<file path="src/rtl/ysyx_24110015_core_ctrl.sv">
// ysyx_24110015_core_ctrl: multi-cycle fetch/exec/mem/writeback sequencer owning pc, commit and halt reporting
module ysyx_24110015_core_ctrl #(
  parameter int XLEN = 32,
  parameter int NR_REG = 16,
  parameter logic [XLEN-1:0] RESET_PC = 32'h8000_0000,
  localparam int AW = $clog2(NR_REG)
) (
  input  logic            clk,
  input  logic            rst,
  output logic            ifu_req_valid,
  input  logic            ifu_req_ready,
  output logic [XLEN-1:0] ifu_req_addr,
  input  logic            ifu_rsp_valid,
  input  logic [31:0]     ifu_rsp_inst,
  input  logic            ifu_rsp_err,
  output logic [31:0]     inst,
  input  logic            reg_write,
  input  logic            mem_read,
  input  logic            mem_write,
  input  logic            ebreak,
  input  logic [XLEN-1:0] exu_result,
  input  logic [XLEN-1:0] exu_pc_next,
  output logic            lsu_req_valid,
  output logic            lsu_req_wen,
  input  logic            lsu_req_ready,
  input  logic            lsu_rsp_valid,
  input  logic [XLEN-1:0] lsu_rsp_rdata,
  output logic            rf_wen,
  output logic [AW-1:0]   rf_waddr,
  output logic [XLEN-1:0] rf_wdata,
  output logic [XLEN-1:0] pc,
  output logic            commit_valid,
  output logic [XLEN-1:0] commit_dnpc,
  output logic            halted,
  output logic [1:0]      halt_code
);
  typedef enum logic [2:0] {
    S_FETCH_REQ, S_FETCH_WAIT, S_EXEC, S_MEM_REQ, S_MEM_WAIT, S_WB, S_HALT
  } state_t;
  state_t          r_state;
  logic [XLEN-1:0] r_pc, r_pc_next, r_result, r_rdata;
  logic [31:0]     r_inst;
  logic [1:0]      r_code;
  logic            r_reg_write, r_mem_read, r_mem_write;
  logic            w_illegal;
  // RV32E only has x0..x15, so bit 4 of any used register field is a fault
  assign w_illegal = (NR_REG == 16) && ((reg_write && r_inst[11]) || r_inst[19] || r_inst[24]);
  // the request must not be visible while reset is held, even though the state already sits in FETCH_REQ
  assign ifu_req_valid = ~rst & (r_state == S_FETCH_REQ);
  assign ifu_req_addr  = r_pc;
  assign inst          = r_inst;
  assign lsu_req_valid = r_state == S_MEM_REQ;
  assign lsu_req_wen   = r_mem_write;
  assign rf_wen        = (r_state == S_WB) & r_reg_write;
  assign rf_waddr      = r_inst[7 +: AW];
  assign rf_wdata      = r_mem_read ? r_rdata : r_result;
  assign pc            = r_pc;
  assign commit_valid  = r_state == S_WB;
  assign commit_dnpc   = r_pc_next;
  assign halted        = r_state == S_HALT;
  assign halt_code     = r_code;
  always_ff @(posedge clk or posedge rst) begin
    if (rst) begin
      r_state     <= S_FETCH_REQ;
      r_pc        <= RESET_PC;
      r_pc_next   <= '0;
      r_result    <= '0;
      r_rdata     <= '0;
      r_inst      <= '0;
      r_code      <= '0;
      r_reg_write <= 1'b0;
      r_mem_read  <= 1'b0;
      r_mem_write <= 1'b0;
    end else begin
      case (r_state)
        S_FETCH_REQ: r_state <= ifu_req_ready ? S_FETCH_WAIT : S_FETCH_REQ;
        S_FETCH_WAIT: begin
          if (ifu_rsp_valid && ifu_rsp_err) begin
            r_state <= S_HALT;
            r_code  <= 2'd1;
          end else if (ifu_rsp_valid) begin
            r_state <= S_EXEC;
            r_inst  <= ifu_rsp_inst;
          end
        end
        S_EXEC: begin
          r_pc_next   <= exu_pc_next;
          r_result    <= exu_result;
          r_reg_write <= reg_write;
          r_mem_read  <= mem_read;
          r_mem_write <= mem_write;
          r_code      <= ebreak ? 2'd0 : 2'd2;
          r_state     <= (ebreak || w_illegal) ? S_HALT : (mem_read || mem_write) ? S_MEM_REQ : S_WB;
        end
        S_MEM_REQ: r_state <= lsu_req_ready ? S_MEM_WAIT : S_MEM_REQ;
        S_MEM_WAIT: begin
          if (lsu_rsp_valid) begin
            r_state <= S_WB;
            if (r_mem_read) r_rdata <= lsu_rsp_rdata;
          end
        end
        S_WB: begin
          r_pc    <= r_pc_next;
          r_state <= S_FETCH_REQ;
        end
        S_HALT: r_state <= S_HALT;
        default: r_state <= S_FETCH_REQ;
      endcase
    end
  end
endmodule
</file>
<file path="config.mk">
export PLATFORM = sky130hd
export DESIGN_NAME = ysyx_24110015_core_ctrl
export DESIGN_NICKNAME = d
export VERILOG_FILES = /design/src/rtl/ysyx_24110015_core_ctrl.sv
export SDC_FILE = /design/constraint.sdc
export NUM_CORES = 1
export LEC_CHECK = 0
export BUFFER_PORTS_ARGS = -buffer_cell sky130_fd_sc_hd__buf_2
export CELL_PAD_IN_SITES_DETAIL_PLACEMENT = 0
export CELL_PAD_IN_SITES_GLOBAL_PLACEMENT = 1
export CORE_UTILIZATION = 33
export CTS_BUF_LIST = sky130_fd_sc_hd__clkbuf_4 sky130_fd_sc_hd__clkbuf_8
export DETAILED_ROUTE_END_ITERATION = 8
export PLACE_DENSITY_LB_ADDON = 0.1
export SLEW_MARGIN = 20
export SYNTH_ARGS = -nofsm -noshare
export SYNTH_HDL_FRONTEND = slang
export SYNTH_SLANG_ARGS = --single-unit
</file>
<file path="constraint.sdc">
create_clock -name clk -period 5.3 [get_ports clk]
set_input_delay 0.53 -clock clk [delete_from_list [all_inputs] [get_ports clk]]
set_output_delay 0.53 -clock clk [all_outputs]
set_load 0.1 [all_outputs]
</file>
---- Word level (Yosys, flattened, before mapping) ----
Index checks and enable logic that the tools add are counted.
word-level totals
  flip-flop bits (word level) ............. 168
  bits of input ports ..................... 139
  logic and storage cells ................. 47
operators by class
  equality and inequality tests ........... 9
  mux-type cells .......................... 12
  bitwise gates (word level) .............. 4
  reduce and logical (&&, ||, !) cells .... 12
operator list
  cell                count
  $mux 32             1
  $mux 3              6
  $pmux 3 s6          1
  $eq 3x3->1 const B  3
  $eq 3x2->1 const B  2
  $reduce_and 3->1    2
  $logic_or 1x1->1    4
  $mux 2              2
  $ne 2x2->1 const B  2
  $pmux 2 s2          1
  $reduce_and 2->1    2
  $eq 3x1->1 const B  1
  $logic_not 3->1     1
  $ne 3x3->1 const B  1
  $and 1x1->1         2
  $logic_and 1x1->1   2
  $not 1->1           2
  $reduce_bool 2->1   1
  $mux 1              1

---- Logic depth before layout (Yosys ltp) ----
  depth in word-level cells ............... 6
  depth in mapped cells ................... 7

---- Least setup slack after synthesis ----
Ideal clock, no wire load.
  kind .................................... flip-flop to output port
  from .................................... register r_state[1]
  to ...................................... output port ifu_req_valid
  data arrival time ....................... 3.461 ns
  required time ........................... 4.770 ns
  setup slack ............................. 1.309 ns
  stages on the path, launching flop included .. 3
  path buffers ............................ 1
  cell sequence ........................... dfrtp_1 > clkbuf_1 > nor4_1
on the way
  word-level cells in the longest chain between the ends .. 2
ends and longest elaborated chain
  element                 line  text
  start, declared         40    state_t r_state;
  start signal, assigned  76    S_FETCH_REQ: r_state <= ifu_req_ready ? S_FETCH_WAIT : S_FETCH_REQ;
  start signal, assigned  93    r_state <= (ebreak || w_illegal) ? S_HALT : (mem_read || mem_write) ? S_MEM_REQ : S_WB;
  start signal, assigned  95    S_MEM_REQ: r_state <= lsu_req_ready ? S_MEM_WAIT : S_MEM_REQ;
  $logic_not 3->1         49    assign ifu_req_valid = ~rst & (r_state == S_FETCH_REQ);
  $and 1x1->1             49
  end, declared           10    output logic ifu_req_valid,
No other way between the ends.

---- Worst setup path after layout ----
  from .................................... register r_state[1]
  to ...................................... output port commit_valid
on the way
  word-level cells in the longest chain between the ends .. 1
ends and longest elaborated chain
  element        line  text
  $eq 3x3->1     58    assign commit_valid = r_state == S_WB;
  end, declared  32    output logic commit_valid,
No other way between the ends.

==> results.ini <==
[route]
routed-wl-met3_um = 1570
wl_met1_um = 8370
top_layer_used = met4
avgViaCountPerCell = 4.40
wl_met2_um = 9040
vias = 5413
final_antenna_net_count = 0
drc = 0
wl_per_cell_um = 15.5
drtPass1Iterations = 4
routed_wl_um = 19100
drt_iter0_drc = 147

[floorplan]
boundaryPins = 311
die_h_um = 150
initial_utilization_pct = 34.0
fp-row-count = 53
die-area_sq_um = 22500
coreArea_sq_um = 21300
fp.dieW_um = 150

[clocking]
cts_setup_buffers = 0
clock_latency_ns = 0.45
clk_pin_slew_ns = 0.09
holdBufCountCts = 0
cts_resized = 0
cts.sinks = 168
cts_max_level = 4
cts-buffers-inserted = 17
clockBufferDepth = 2
cts_tree = yes
clock-root-buffer = clkbuf_8

[critical_path]
startpoint_type = flop
path_max_fanout = 33
critPathTopFamily = buffers and inverters
reg2reg_slack_ns = 2.90
critPathRequiredTime_ns = 4.77
path_class = reg2out
crit_chain = nand3b_1 > buf_4 > clkinv_1 > buf_4 > buf_2
cpMaxStageDelayCell = dfrtp_1
cp-end-kind = primary output
crit_top_cell = buf_4
cp.arrival_ns = 2.91
critPathBufInv = 4
max_stage_delay_ns = 0.63

[sta]
final_hold_viol_count = 0
setup_viol = 0
finalCritPeriodShare_pct = 64.8
clock-skew-final_ns = 0.0150
fmax_mhz = 291
grt_setup_unrepaired = no
min_period_ns = 3.44
slew_violations = 0
tns_ns = 0
tightestPinTransition_ns = 1.05
slew_headroom_pct = 29.6

[synthesis]
synth_fa_ha_area_share_pct = 0
synth.mux.area_fraction_pct = 16.5
netlist_area_sq_um = 7240
synthSimpleGateAreaFrac_pct = 17.6
synth-xor-area-share_pct = 0
synth_compound_area_share_pct = 1.11
synth_top_family_by_area = simple AND/OR/NAND/NOR gates
synth_cells = 674
synth_nets = 813
syn_avg_cell_area_sq_um = 10.7
yosysWarnings = 0
seq_area_frac_synth_pct = 58.1
ys_ff_latch = 168
synth.distinct_cells = 34

[grt]
overflow = 0
grt_use_total_pct = 17.4
antenna_found_initial = 3
grt_pass1_wl_um = 29600
grt_pass1_vias = 5233
grt_max_degree = 90

[finish]
syn2layout_area_growth_pct = 27.2
final_nets = 1078
drive_gt1_share_pct = 47.7
n_fill_cell = 2171

[place]
port_buffers = 310
gp_congestion = 0.761
hpwlAfterDp_um = 13200

[run_status]
status = complete, no violations

[hold_path]
min-delay-path-class = in2async

[flow_run]
maxCapViolCount = 0

[worst paths after layout]
path / cells after the start / start / endpoint
max: 5 / r_state[1] / commit_valid
min: 2 / rst / r_state[2]
max reg2reg: 3 / r_mem_read / r_rdata[16]
min reg2reg: 2 / r_result[19] / r_result[19]
max in group asynchronous: 3 / rst / ifu_req_addr[31]
min in group clk: 3 / exu_result[24] / r_result[24]
[sequential cells by signal (all words and copies together), names as in the netlist]
name,cells
r_state,3
lsu_req_wen,1
r_mem_read,1
ifu_req_addr,32
inst,32
commit_dnpc,32
r_reg_write,1
halt_code,2
r_result,32
r_rdata,32
[kinds of logic (layout without fill, tap and decap cells)]
group                  after synthesis  in the layout
DFF                                168            168
other                                0              3
and+or+nand+nor                    324            324
buffers and inverters               74            352
muxes                               96             96
AOI/OAI and AO/OA                   12             12
[metrics by stage]
step	instances	utilization, %	setup slack (ns)	hold slack (ns)	area [sq um]
finish	1230	43.2	1.86	0.224	9210
global route	1227	43.2	1.57	0.226	9200
CTS	1227	43.2	1.75	0.214	9200
detailed placement	1195	41.2	2.26	0.459	8760
global placement	1194	41.1	2.32	0.456	8740
floorplan	674	-	0.225	0.437	7240
[Yosys cell counts]
cell type | number | area (sq um)
a2111o_1 | 1 | 11.3
a211oi_1 | 1 | 7.51
a21o_1 | 1 | 7.51
a21oi_1 | 2 | 10.0
a31o_2 | 1 | 8.76
and2_1 | 2 | 12.5
and3_1 | 1 | 6.26
buf_1 | 2 | 7.51
buf_12 | 3 | 60.1
buf_2 | 6 | 30.0
buf_4 | 36 | 270
buf_6 | 2 | 22.5
clkbuf_1 | 22 | 82.6
clkinv_1 | 1 | 3.75
dfrtp_1 | 167 | 4180
dfstp_2 | 1 | 26.3
inv_1 | 2 | 7.51
mux2_2 | 66 | 743
mux2_4 | 30 | 450
nand2_1 | 302 | 1130
nand2b_1 | 1 | 6.26
nand2b_4 | 1 | 13.8
nand3_1 | 1 | 5.00
nand3b_1 | 1 | 7.51
nor2_1 | 5 | 18.8
nor2b_1 | 4 | 25.0
nor3_1 | 2 | 10.0
nor4_1 | 1 | 6.26
o21ai_0 | 4 | 20.0
o221ai_1 | 1 | 8.76
o22ai_1 | 1 | 6.26
or3_1 | 1 | 6.26
or3b_2 | 1 | 8.76
or4b_4 | 1 | 13.8
[worst register-to-register path: cells and delay by family, from the launching register on]
family / cells / cell delay (ns)
flops: 1 / 0.77
mux: 1 / 0.44
simple gates: 2 / 1.08
[metal layers]
layer | up-vias | GRT usage, %
met5 | - | 0
met4 | 0 | 3.79
met3 | 7 | 6.73
met2 | 174 | 26.9
met1 | 2586 | 22.9
li1 | 2646 | -
[layout make-up]
| class | count | area, sq um | share of cell area (%) |
|---|---|---|---|
| antenna | 3 | 7.51 | 0.0816 |
| clock buffer | 17 | 234 | 2.54 |
| clock inverter | 15 | 204 | 2.22 |
| inverter | 3 | 16.3 | 0.177 |
| multi-input combinational | 432 | 2560 | 27.9 |
| sequential | 168 | 4210 | 45.7 |
| tap | 275 | 344 | 3.74 |
| timing repair buffer | 317 | 1630 | 17.7 |
[layout by cell type (no fill, tap or decap), drive strengths merged, types with 4 or more instances in the layout]
| cell | synthesis | layout |
|---|---|---|
| buf | 49 | 317 |
| mux2 | 96 | 96 |
| o21ai | 4 | 4 |
| dfrtp | 167 | 167 |
| nor2 | 5 | 5 |
| inv | 2 | 13 |
| clkbuf | 22 | 17 |
| nand2 | 302 | 302 |
| nor2b | 4 | 4 |
Power is not shown: default switching activity piles up to over one toggle a cycle in this logic, so the estimate is an artifact.
